[src/rtl/mem_access_unit.sv]
// Load/store unit between a CPU byte-addressed port and a 32-bit word memory.
// Sub-word stores use a read-modify-write; loads are lane-extracted and extended.
module mem_access_unit #(
    parameter int ADDR_W = 7
) (
    input  logic              clock,
    input  logic              reset_n,
    input  logic              cpu_req,
    input  logic              cpu_we,
    input  logic [1:0]        cpu_size,
    input  logic              cpu_unsigned,
    input  logic [ADDR_W-1:0] cpu_addr,
    input  logic [31:0]       cpu_wdata,
    output logic              cpu_ready,
    output logic              cpu_rvalid,
    output logic [31:0]       cpu_rdata,
    output logic              cpu_misaligned,
    output logic [ADDR_W-1:0] mem_address,
    output logic              mem_read,
    output logic              mem_write,
    output logic [31:0]       mem_wdata,
    input  logic [31:0]       mem_rdata
);

    typedef enum logic [2:0] {
        S_IDLE,
        S_LOAD,
        S_STORE,
        S_RMW_RD,
        S_RMW_WR,
        S_ERR
    } state_t;

    localparam logic [1:0] SZ_BYTE = 2'b00;
    localparam logic [1:0] SZ_HALF = 2'b01;

    state_t            state;
    logic              we_q;
    logic [1:0]        size_q;
    logic              unsigned_q;
    logic [ADDR_W-1:0] addr_q;
    logic [31:0]       wdata_q;
    logic [31:0]       merged_q;
    logic              req_misaligned;

    // Size 11 behaves as word, so only size[1] marks a word access.
    assign req_misaligned = ((cpu_size == SZ_HALF) && cpu_addr[0]) ||
                            (cpu_size[1] && (cpu_addr[1:0] != 2'b00));

    function automatic logic [31:0] load_extract(input logic [31:0] word,
                                                 input logic [1:0]  lane,
                                                 input logic [1:0]  size,
                                                 input logic        is_unsigned);
        logic [7:0]  b;
        logic [15:0] h;
        b = word[{lane, 3'b000} +: 8];
        h = word[{lane[1], 4'b0000} +: 16];
        case (size)
            SZ_BYTE: load_extract = is_unsigned ? {24'b0, b} : {{24{b[7]}}, b};
            SZ_HALF: load_extract = is_unsigned ? {16'b0, h} : {{16{h[15]}}, h};
            default: load_extract = word;
        endcase
    endfunction

    function automatic logic [31:0] store_merge(input logic [31:0] old_word,
                                                input logic [15:0] data,
                                                input logic [1:0]  lane,
                                                input logic [1:0]  size);
        logic [31:0] r;
        r = old_word;
        if (size == SZ_BYTE)
            r[{lane, 3'b000} +: 8] = data[7:0];
        else
            r[{lane[1], 4'b0000} +: 16] = data;
        store_merge = r;
    endfunction

    // Strobes and handshakes are pure state decodes; the write strobe is also
    // qualified by the latched direction so a load can never emit a write.
    assign cpu_ready      = (state == S_IDLE);
    assign cpu_misaligned = (state == S_ERR);
    assign mem_read       = (state == S_LOAD) || (state == S_RMW_RD);
    assign mem_write      = we_q && ((state == S_STORE) || (state == S_RMW_WR));
    assign mem_address    = {addr_q[ADDR_W-1:2], 2'b00};
    assign mem_wdata      = (state == S_STORE) ? wdata_q : merged_q;

    // NOTE: every register here, including the latched request, is cleared by
    // the async reset so an aborted access leaves nothing behind to replay.
    always_ff @(posedge clock or negedge reset_n) begin
        if (!reset_n) begin
            state      <= S_IDLE;
            we_q       <= 1'b0;
            size_q     <= 2'b00;
            unsigned_q <= 1'b0;
            addr_q     <= '0;
            wdata_q    <= 32'b0;
            merged_q   <= 32'b0;
            cpu_rvalid <= 1'b0;
            cpu_rdata  <= 32'b0;
        end else begin
            // NOTE: non-blocking assignments keep all next-state values based
            // on this cycle's register contents regardless of statement order.
            cpu_rvalid <= 1'b0;
            case (state)
                S_IDLE: begin
                    if (cpu_req) begin
                        we_q       <= cpu_we;
                        size_q     <= cpu_size;
                        unsigned_q <= cpu_unsigned;
                        addr_q     <= cpu_addr;
                        wdata_q    <= cpu_wdata;
                        if (req_misaligned)
                            state <= S_ERR;
                        else if (!cpu_we)
                            state <= S_LOAD;
                        else if (cpu_size[1])
                            state <= S_STORE;
                        else
                            state <= S_RMW_RD;
                    end
                end
                S_LOAD: begin
                    cpu_rdata  <= load_extract(mem_rdata, addr_q[1:0], size_q, unsigned_q);
                    cpu_rvalid <= 1'b1;
                    state      <= S_IDLE;
                end
                S_RMW_RD: begin
                    merged_q <= store_merge(mem_rdata, wdata_q[15:0], addr_q[1:0], size_q);
                    state    <= S_RMW_WR;
                end
                S_STORE, S_RMW_WR, S_ERR: state <= S_IDLE;
                default:                  state <= S_IDLE;
            endcase
        end
    end

endmodule

[config.mk]
export PLATFORM = sky130hd
export DESIGN_NAME = mem_access_unit
export DESIGN_NICKNAME = d
export VERILOG_FILES = /design/src/rtl/mem_access_unit.sv
export SDC_FILE = /design/constraint.sdc
export NUM_CORES = 1
export LEC_CHECK = 0
export CELL_PAD_IN_SITES_DETAIL_PLACEMENT = 1
export CELL_PAD_IN_SITES_GLOBAL_PLACEMENT = 1
export CORE_ASPECT_RATIO = 0.9
export CORE_MARGIN = 5
export CORE_UTILIZATION = 43
export CTS_CLUSTER_DIAMETER = 120
export CTS_CLUSTER_SIZE = 40
export DETAILED_ROUTE_END_ITERATION = 6
export GPL_ROUTABILITY_DRIVEN = 0
export PLACE_DENSITY_LB_ADDON = 0.1
export SYNTH_ARGS = -nofsm -noshare
export SYNTH_HDL_FRONTEND = slang
export SYNTH_SLANG_ARGS = --single-unit
[constraint.sdc]
create_clock -name clock -period 6.97 [get_ports clock]
set_input_delay 1.394 -clock clock [delete_from_list [all_inputs] [get_ports clock]]
set_output_delay 1.394 -clock clock [all_outputs]
set_load 0.02 [all_outputs]
==> results of run 1 <==
[sequential cells by signal (all words and copies together) (netlist names)]
signal and count:
we_q 1, cpu_rdata 32, merged_q 32, size_q 2, state 3, unsigned_q 1
cpu_rvalid 1, addr_q 7, wdata_q 32
[Yosys cell counts (all sizes together), types with 9 or more instances]
master | instances | area (µm²)
a21oi | 35 | 175
dfrtp | 111 | 2780
a22o | 33 | 289
o211ai | 16 | 170
and2 | 23 | 144
o21ai | 17 | 85.1
mux2i | 62 | 621
nand2 | 9 | 33.8
buf | 35 | 226
clkbuf | 27 | 101
nor2b | 13 | 81.3
mux2 | 76 | 856
and3b | 10 | 87.6
nor2 | 14 | 52.6
nor3b | 10 | 75.1
inv | 9 | 33.8
a31oi | 9 | 56.3
a221o | 29 | 290
[layout make-up]
class | count | area, µm²
fillers | 1525 | 6470
multi-input cells | 402 | 3420
flip-flops and latches | 111 | 2780
repair buffers | 159 | 1570
clock buffers | 11 | 253
well taps | 198 | 248
clock inverters | 4 | 45.0
inverters | 10 | 37.5
[metrics by stage]
stage,total power [µW],instances,util,hold slack (ps)
6_report,3310,895,0.563,504
5_1_grt,3480,895,0.563,517
4_1_cts,3320,895,0.563,508
3_5_place_dp,2780,880,0.543,491
3_3_place_gp,2730,880,0.543,483
2_1_floorplan,2110,585,-,469
[critical path, cell delays in order (launching register included)]
cell             delay [ps]
dfrtp_1                 480
nor3b_2                 210
buf_4                   450
mux2_2                  410
clkdlybuf4s50_1         560
[report_power, final]
group	total, µW	switching, µW	internal (µW)
logic	1630	822	804
clock network	530	235	295
registers	1150	254	896
total	3310	1310	2000
[worst min path at each step]
stage / slack, ps / endpoint
6_report: 500 / merged_q[11]
5_1_grt: 520 / merged_q[11]
4_1_cts: 510 / wdata_q[28]
3_5_place_dp: 490 / wdata_q[23]
3_3_place_gp: 480 / wdata_q[22]
2_1_floorplan: 470 / merged_q[10]
[logic make-up after synthesis]
family | share of synthesized area
DFF | 0.424
adders and majority gates | 0.00956
buffers and inverters | 0.0558
AOI/OAI and AO/OA | 0.193
muxes | 0.226
other | 0.000573
xor gates and xnor gates | 0.00134
and+or+nand+nor | 0.0898
[layer usage]
metal	routed length, µm	part of all wire	up-vias
met5	0	0	-
met4	473	0.022	0
met3	1220	0.058	27
met2	9720	0.46	206
met1	9790	0.46	2692
li1	-	-	2394
==> qor.yml, run 1 <==
sta:
  fin_crit_ps: 3880
  relSlewSlack: 0.0976
  setup_slack_ps: 3090
  finalSetupViolCount: 0
  grt_setup_unrepaired: "false"
  fin_crit_sh: 0.557
  worst_pin_slew_ps: 1350
  fmax_mhz: 258
  finalSetupTns_ps: 0
  hold_viol: 0
  clock_skew_ps: 7.16
  slew_violations: 0
placement:
  port_buffers: 151
  place_area_mm2: 0.00805
  post-place-ws_ps: 3480
  detailed_place_hpwl_mm: 15.3
synth:
  synth_edf_count: 0
  ys.flop_type: "dfrtp_1"
  yosysSeqAreaShare: 0.424
  synth_warnings: 0
  syn-cell-area_mm2: 0.00655
  async_reset_ff_frac: 1.00
  synthCells: 584
  yosysUniqueCellTypes: 50
  syn_avg_cell_area_um2: 11.2
  synth_seq_cells: 111
clocking:
  cts_setup_buffers: 0
  hold_buffers: 0
  numCtsBuffers: 9
  htree_levels: 3
  cts-root-buf: "clkbuf_16"
  clock_latency_ps: 360
  post_cts_resized: 0
  path_clk_slew_ps: 70
  cts.sinks: 111
  cts_tree: "done"
  clockBufferDepth: 2
setup_path:
  start_kind: "flop"
  arrival_ps: 2490
  worst-path-max-fanout: 32
  reg2reg_from: "addr_q[1]"
  worstPathRequired_ps: 5580
  end_kind: "output pin"
  reg2reg_to: "merged_q[9]"
  r2r_cells: 6
  worst-setup-path-type: "flop to output pin"
  crit_path_start: "state[1]"
  critical_path.endpoint: "mem_wdata[10]"
  rrSetupSlack_ps: 3900
global_route:
  grt_max_degree: 71
  grt_pass1_vias: 5545
  grt_util_met3: 0.0463
  grt_pass1_wl_mm: 33.0
  met2_usage: 0.371
  top_usage_layer: "met2"
  use_met1: 0.334
  grtUsageTotal: 0.235
  antenna_found_initial: 0
  grt-ovfl-total: 0
drt:
  drtPass1Iterations: 5
  vias: 5319
  ant_nets: 0
  remaining_drc_errors: 0
  finalWirelength_mm: 21.2
  drt-initial-drc-count: 316
  wl_per_cell_um: 23.7
  viasPerCell: 5.94
floorplan:
  core.rowCount: 42
  dieArea_mm2: 0.0178
  coreArea_mm2: 0.0148
  io_pins: 154
  die_x_um: 140
  initial_core_util: 0.442
  die_h_um: 127
final_layout:
  final_common_cell: "clkdlybuf4s50_1"
  mostFrequentLayoutCells: "clkdlybuf4s50_1, dfrtp_1, mux2_2"
  n_antenna_cell: 0
  area_growth_pct: 27.5
  layout.nets: 776
  drive_gt1_frac: 0.168
  finish.instance_area_mm2: 0.00835
worst_hold_path:
  hold_start: "merged_q[11]"
  hold_class: "flop to flop"
  holdPathStages: 1
run:
  drv_cap: 0
power_and_ir_drop:
  power_density_mw_per_mm2: 396
  vdd_drop_max_mv: 0.202
  total_leakage_power_uw: 0.00343
status:
  status: "complete, no violations"
Power figures use the tool's default switching activity.
==> inputs of run 2 (changes only) <==
--- a/config.mk
+++ b/config.mk
@@ -9,7 +9,7 @@
 export CELL_PAD_IN_SITES_GLOBAL_PLACEMENT = 1
 export CORE_ASPECT_RATIO = 0.9
 export CORE_MARGIN = 5
-export CORE_UTILIZATION = 43
+export CORE_UTILIZATION = 36
 export CTS_CLUSTER_DIAMETER = 120
 export CTS_CLUSTER_SIZE = 40
 export DETAILED_ROUTE_END_ITERATION = 6
==> constraint.sdc (replaced) <==
create_clock -name clock -period 3.28 [get_ports clock]
set_input_delay 0.656 -clock clock [delete_from_list [all_inputs] [get_ports clock]]
set_output_delay 0.656 -clock clock [all_outputs]
set_load 0.02 [all_outputs]
==> qor.yml, run 2 (synthesis results as in run 1) <==
status:
  status: "complete, no violations"
clocking:
  cts_setup_buffers: 0
  post_cts_resized: 0
  numCtsBuffers: 9
  clock_latency_ps: 360
  cts_tree: "done"
  clockBufferDepth: 2
  htree_levels: 3
  cts-root-buf: "clkbuf_16"
  path_clk_slew_ps: 80
  cts.sinks: 111
  hold_buffers: 0
setup_path:
  arrival_ps: 2480
  start_kind: "flop"
  end_kind: "output pin"
  r2r_cells: 6
  reg2reg_from: "addr_q[0]"
  reg2reg_to: "merged_q[5]"
  worstPathRequired_ps: 2620
  rrSetupSlack_ps: 730
  worst-path-max-fanout: 32
  worst-setup-path-type: "flop to output pin"
final_layout:
  area_growth_pct: 29.3
  reg.largest.list: "cpu_rdata x32, merged_q x32, wdata_q x32"
  fillers: 1926
  mostFrequentLayoutCells: "clkdlybuf4s50_1, dfrtp_1, mux2_2"
  regArea_mm2: 0.00278
  final_common_cell: "clkdlybuf4s50_1"
  layout.nets: 784
  multiInputGateArea_mm2: 0.00342
  drive_gt1_frac: 0.178
  finish.instance_area_mm2: 0.00846
  n_antenna_cell: 0
  instances_no_fill: 946
sta:
  worst_pin_slew_ps: 990
  clock_skew_ps: 10.1
  finalSetupTns_ps: 0
  hold_ws_ps: 308
  finalSetupViolCount: 0
  relSlewSlack: 0.340
  fin_crit_ps: 3140
  fin_crit_sh: 0.957
  slew_violations: 0
  fmax_mhz: 319
  hold_viol: 0
  grt_setup_unrepaired: "false"
drt:
  finalWirelength_mm: 22.2
  wl_per_cell_um: 23.5
  remaining_drc_errors: 0
  ant_nets: 0
  vias: 5330
  viasPerCell: 5.63
  drt-initial-drc-count: 425
  drtPass1Iterations: 5
global_route:
  grt-ovfl-total: 0
  grt_pass1_wl_mm: 35.0
  antenna_found_initial: 0
  grt_pass1_vias: 5623
  grt_max_degree: 67
  grtUsageTotal: 0.213
floorplan:
  initial_core_util: 0.369
  core.rowCount: 46
  die_x_um: 152
  coreArea_mm2: 0.0177
  io_pins: 154
  dieArea_mm2: 0.0210
  die_h_um: 138
placement:
  dp.cells: 930
  place_area_mm2: 0.00818
  detailed_place_hpwl_mm: 16.2
  port_buffers: 151
power_and_ir_drop:
  total_leakage_power_uw: 0.00347
  clkPwrFrac: 0.156
  power.total_uw: 7040
  vdd_drop_max_mv: 0.331
  switching_power_uw: 2870
  power_frac_comb: 0.504
  switching_share: 0.407
  power_density_mw_per_mm2: 832
  intPower_uw: 4180
  p_seq_frac: 0.340
run:
  drv_cap: 0
worst_hold_path:
  hold_class: "input pin to async pin"
run 2: changes by cell type in the layout (fill, tap and decap cells not counted), sizes merged:
cell      delta
clkinvlp     +1
buf          +8
clkinv       -1
bufinv       -1
clkbuf       -2
inv          +4
run 2: cell type report:
| cell class | count | share of cell area |
|---|---|---|
| inverters | 10 | 0.00444 |
| flip-flops and latches | 111 | 0.328 |
| clock inverters | 7 | 0.00725 |
| multi-input cells | 402 | 0.404 |
| clock buffers | 9 | 0.0266 |
| repair buffers | 167 | 0.194 |
| well taps | 240 | 0.0355 |
run 2: metal layers:
| metal | vias up | share of wire | global-route usage |
|---|---|---|---|
| met4 | 0 | 0.017 | 0.0514 |
| met2 | 179 | 0.45 | 0.326 |
| met5 | - | 0 | 0 |
| met3 | 21 | 0.052 | 0.0449 |
| met1 | 2712 | 0.48 | 0.309 |
| li1 | 2418 | - | - |
run 2: through the flow:
step / worst slack (ps) / util
detailed placement: 498 / 0.461
global route: 23.5 / 0.477
floorplan: 806 / -
CTS: 113 / 0.477
finish: 143 / 0.477
global placement: 597 / 0.461
run 2: how the worst max path moves through the flow:
stage | start | end | slack [ps] | cells past startpoint
after global routing | state[1] | mem_wdata[24] | 20 | 4
after CTS | state[1] | mem_wdata[16] | 110 | 4
final | state[1] | mem_wdata[16] | 140 | 4
after global placement | state[0] | mem_wdata[20] | 600 | 4
after floorplan | addr_q[1] | merged_q[0] | 810 | 10
after detailed placement | state[1] | mem_wdata[16] | 500 | 4
run 2: power by group through the flow:
stage               clock [µW]  combinational (µW)  sequential, µW
finish                    1100                3550            2400
global route              1190                3790            2460
CTS                       1130                3570            2400
detailed placement           0                3550            2420
global placement             0                3460            2410
floorplan                    0                2060            2410
run 2: critical path: stages (launching register included):
cell             delay (ps)
dfrtp_1                 500
nor3b_2                 220
buf_4                   410
mux2_2                  390
clkdlybuf4s50_1         550
==> RTL edit 1: new RTL, config.mk and constraints of run 2 <==
Set the parameter `ADDR_W` to 5 (it was 7).
--- a/src/rtl/mem_access_unit.sv
+++ b/src/rtl/mem_access_unit.sv
@@ -3,3 +3,3 @@
 module mem_access_unit #(
-    parameter int ADDR_W = 7
+    parameter int ADDR_W = 5
 ) (
Interface: changed (resized cpu_addr and mem_address); port bits go from 154 to 150. No check against the original RTL was run, so the function may have changed too.
==> RTL edit 1 against run 2 <==
- synthesized area fell by 1.3%
- power decreased by 2.1%
- wire length shrank 5.4%
- sequential share of layout area down 0.14 points
- count of clock-buffer cells in the layout up 1
- setup slack gained 0.060 ns
- sequential cell count is 2 lower
- first-iteration DRC count is 38% lower
- final area down 1.4%
- global-route usage shrank 0.66 points
- critical endpoint is now mem_wdata[25]
- largest power group unchanged
==> RTL edit 1: results (changes against run 2) <==
Run status
  – Status: finished clean

Routing
  – Metal2 WL: 10300 microns (+1.9%)
  – WL per Instance: 22.4 microns (-4.6%)
  – Via count: 5226 (-2.0%)
  – Top layer in use: met4
  – Initial DRC Count: 264 (-38%)
  – Pre-Repair DR Iteration Count: 4 (-1)
  – DRT met1 WL: 9360 microns (-12%)
  – DR WL met3: 962 microns (-17%)

Layout
  – Fin nets: 774 (-1.3%)
  – Share of cells above drive strength 1: 17.8% (-0.082 points)
  – Filler instances: 1912 (-0.73%)
  – Biggest regs: cpu_rdata: 32 flops, merged_q: 32 flops, wdata_q: 32 flops
  – Antenna fix cells: 0 (unchanged)

Place
  – Dpl ws: 0.597 ns (+0.0985 ns)
  – Detailed Place HPWL: 15500 microns (-4.6%)
  – IO Port Bufs: 147 (-2.6%)

Global route
  – First-pass GRT wire length: 32500 microns (-7.0%)
  – GR Util met2: 34.0% (+1.4 points)
  – GR Util met3: 4.54% (+0.043 points)
  – Total track usage: 20.6% (-0.66 points)
  – Met1 Track Usage GR: 27.3% (-3.6 points)
  – Largest net degree at the start of global routing: 68 (+1.5%)
  – Vias in the first global route: 5596 (-0.48%)

Clock tree
  – Post-CTS Setup Inserts: 0 (unchanged)
  – Num CTS Buffers: 9 (unchanged)

Synth
  – Sequential share of the synthesized area: 42.2% (-0.20 points)
  – Multiplexer share of the synthesized area: 22.5% (-0.043 points)
  – Synth Area in Compound Gates: 19.6% (+0.26 points)
  – Adder-Cell Fraction of Synth Area: 0.969% (+0.013 points)
  – Xor/xnor cell area share of the yosys netlist: 0.136% (+0.0018 points)
  – Most instantiated cells after synthesis: dfrtp_1, mux2_2, mux2i_1, a21oi_1, a22o_1
  – Async set or reset register ratio after synthesis: 100% (unchanged)
  – Area contributors post-synth: dfrtp_1, mux2_2, mux2i_1

Worst setup path
  – Crit-path max FO: 24 (-25%)
  – Arr. time, crit path: 2.42 ns (-0.06 ns)

Pwr
  – Leakage power total: 3.42 nW (-1.4%)
  – VDD IR max: 0.337 mV (+2.0%)

Timing
  – Worst Tran Pin Value: 1.26 ns (+0.268 ns)
  – Max Clock Skew: 0.00829 ns (-0.00182 ns)
## RTL edit 1: changes by cell type after synthesis, sizes merged
cell          run 2  this run
buf              35        33
dfrtp           111       109
mux2             76        74
## RTL edit 1: worst paths after layout
path	cells past startpoint	to	from	slack, ns
worst min-delay path	1	cpu_rdata[11]$_DFFE_PN0P_	reset_n	0.19
worst min register to register	1	addr_q[4]$_DFFE_PN0P_	addr_q[4]$_DFFE_PN0P_	0.51
worst max-delay path	4	mem_wdata[25]	state[1]$_DFFE_PN0P_	0.20
max in group asynchronous	2	wdata_q[16]$_DFFE_PN0P_	reset_n	2.36
worst max register to register	5	merged_q[19]$_DFFE_PN0P_	addr_q[0]$_DFFE_PN0P_	0.69
min in group clock	1	addr_q[4]$_DFFE_PN0P_	addr_q[4]$_DFFE_PN0P_	0.51
## RTL edit 1: cell type report
| cell class | instances | share of cell area, % |
|---|---|---|
| multi-input combinational | 400 | 40.7 |
| sequential | 109 | 32.7 |
| timing repair buffer | 163 | 19.2 |
| tap | 240 | 3.60 |
| clock buffer | 10 | 2.86 |
| clock inverter | 6 | 0.525 |
| inverter | 10 | 0.450 |
## RTL edit 1: through the flow
stage / cells / util [%] / hold WS (ns) / cell area, sq um
final: 938 / 47.4 / 0.185 / 8350
after floorplan: 579 / - / 0.360 / 6460
after CTS: 938 / 47.4 / 0.193 / 8350
after global routing: 938 / 47.4 / 0.191 / 8350
after detailed placement: 922 / 45.8 / 0.491 / 8060
after global placement: 922 / 45.8 / 0.485 / 8060
## RTL edit 1: power by group
group / leakage, nW / switching [mW] / internal (mW)
sequential: 1.33 / 0.455 / 1.87
combinational: 1.95 / 1.77 / 1.71
clock: 0.139 / 0.539 / 0.541
total: 3.42 / 2.77 / 4.12
==> RTL edit 2: new RTL, config.mk and constraints of run 2 <==
Without the edit above. The 6 states of `state_t` get a one-hot encoding in 6 bits.
--- a/src/rtl/mem_access_unit.sv
+++ b/src/rtl/mem_access_unit.sv
@@ -24,9 +24,9 @@
 
-    typedef enum logic [2:0] {
-        S_IDLE,
-        S_LOAD,
-        S_STORE,
-        S_RMW_RD,
-        S_RMW_WR,
-        S_ERR
+    typedef enum logic [5:0] {
+        S_IDLE   = 6'b000001,
+        S_LOAD   = 6'b000010,
+        S_STORE  = 6'b000100,
+        S_RMW_RD = 6'b001000,
+        S_RMW_WR = 6'b010000,
+        S_ERR    = 6'b100000
     } state_t;
Function: no difference found for any inputs over 4 cycles, from zero or initial values and one cycle with reset_n low; so few cycles prove little.
==> RTL edit 2 against run 2 <==
- wire length decreased by 0.85%
- sequential cell count increased by 3
- register-to-register slack about the same
- final cell count increased by 5.0%
- power increased by 7.9%
- final area decreased by 0.22%
- setup slack got worse by 0.046 ns
- maximum frequency decreased by 1.5%
- synthesized area decreased by 3.7%
- worst hold slack got worse by 0.084 ns
- largest cell class unchanged
==> RTL edit 2: results (changes against run 2) <==
Pwr
  – Leakage power total: 3.55 nW (+2.6%)
  – P_comb: 3.42 mW (-4%)
  – VDD IR max: 0.429 mV (+30%)
  – Power Clock: 1.68 mW (+53%)
  – P_sw: 2.97 mW (+3.5%)

Routing
  – Initial DRC Count: 320 (-25%)
  – DR vias/cell: 5.35 (-5.1%)
  – Drt total wl: 22000 microns (-0.85%)

Clock tree
  – Skew-Pair Late Insertion Delay: 0.42 ns (+0.06 ns)
  – H-Tree Depth: 4 (+1)
  – Reg clk slew, reported paths: 0.05 ns (-0.03 ns)
  – Num CTS Buffers: 17 (+8)

Synth
  – Xor/xnor cell area share of the yosys netlist: 0.139% (+0.0052 points)
  – Multiplexer share of the synthesized area: 18.5% (-4.1 points)
  – Most instantiated cells after synthesis: dfrtp_1, nand2_1, o21ai_0, nor2_1, mux2_2
  – Synth Area in Compound Gates: 17.3% (-2.0 points)
  – Number of library cell types mapped by synthesis: 54 (+8.0%)
  – Sequential share of the synthesized area: 45.3% (+2.9 points)
  – Post-Syn Area per Cell: 10.3 sq um (-8.2%)
  – Yosys top cell area share: 44.9% (+2.4 points)
  – Adder-Cell Fraction of Synth Area: 0.993% (+0.037 points)

Worst setup path
  – RR Startpoint: state[1]$_DFFE_PN0P_
  – Capture point of the critical path: mem_read
  – Arr. time, crit path: 2.53 ns (+0.05 ns)
  – Worst flop-to-flop path endpoint: merged_q[31]$_DFFE_PN0P_
  – Slowest stage delay, CP: 0.62 ns (+0.07 ns)
  – CP delay by family, top: simple AND/OR/NAND/NOR gates
  – Crit path from: state[3]$_DFFE_PN0P_
  – Crit-path max FO: 4 (-88%)

Global route
  – Total track usage: 21.9% (+0.58 points)
  – Vias in the first global route: 5745 (+2.2%)
  – First-pass GRT wire length: 33900 microns (-3.3%)
  – Largest net degree at the start of global routing: 76 (+13%)

Layout
  – Share of cells above drive strength 1: 18.6% (+0.75 points)
  – Layout Cells excl Fill: 993 (+5.0%)
  – Fin nets: 828 (+5.6%)

Timing
  – Max-slew headroom: 45.6% (+12 points)
  – Hold WS: 0.223 ns (-0.0844 ns)

Run status
  – Status: finished clean

Place
  – Detailed Place HPWL: 16000 microns (-1.5%)
RTL edit 2: cell count changes after synthesis, moves of 30 or more:
| cell | before | now |
|---|---|---|
| mux2i_1 | 62 | 16 |
| mux2_4 | 0 | 30 |
| nor2_1 | 14 | 49 |
| a22o_1 | 33 | 0 |
| nand2_1 | 9 | 68 |
| mux2_2 | 76 | 46 |
| o21ai_0 | 17 | 59 |
RTL edit 2: layer usage:
metal | share of wire, % | vias up | track usage [%]
li1 | - | 2448 | -
met1 | 45 | 2695 | 28.6
met2 | 49 | 144 | 36.7
met3 | 4.4 | 21 | 4.68
met4 | 1.4 | 0 | 6.00
met5 | 0 | - | 0
RTL edit 2: worst register-to-register path, stage by stage, from the launching register on:
cell and delay, ns:
dfrtp_1 0.43, or4_1 0.54, or3b_1 0.39, buf_4 0.28
inv_2 0.44, o21ai_0 0.18, o21ai_0 0.21
RTL edit 2: final cells by class:
cell class,count,area [sq um]
clock inverter,10,60.1
multi-input combinational,427,3050
inverter,23,91.3
sequential,114,2850
tap,235,294
fill,1880,8620
clock buffer,22,474
timing repair buffer,162,1620
RTL edit 2: metrics by stage:
step	cell area (sq um)	power, mW	setup slack, ns
5_1_grt	8440	8.01	0.00484
2_1_floorplan	6300	4.42	0.727
4_1_cts	8440	7.67	0.0522
6_report	8440	7.60	0.0963
3_3_place_gp	7900	5.84	0.565
3_5_place_dp	7900	5.94	0.480
RTL edit 2: cell families (layout without fill, tap and decap cells):
family,count (synthesis),in the layout
AO/OA/AOI/OAI,165,165
AND/OR/NAND/NOR,159,159
flip-flops,114,114
multiplexers,95,95
buffers and inverters,72,217
adder cells (fa/ha/maj),5,5
other,1,2
XOR/XNOR,1,1
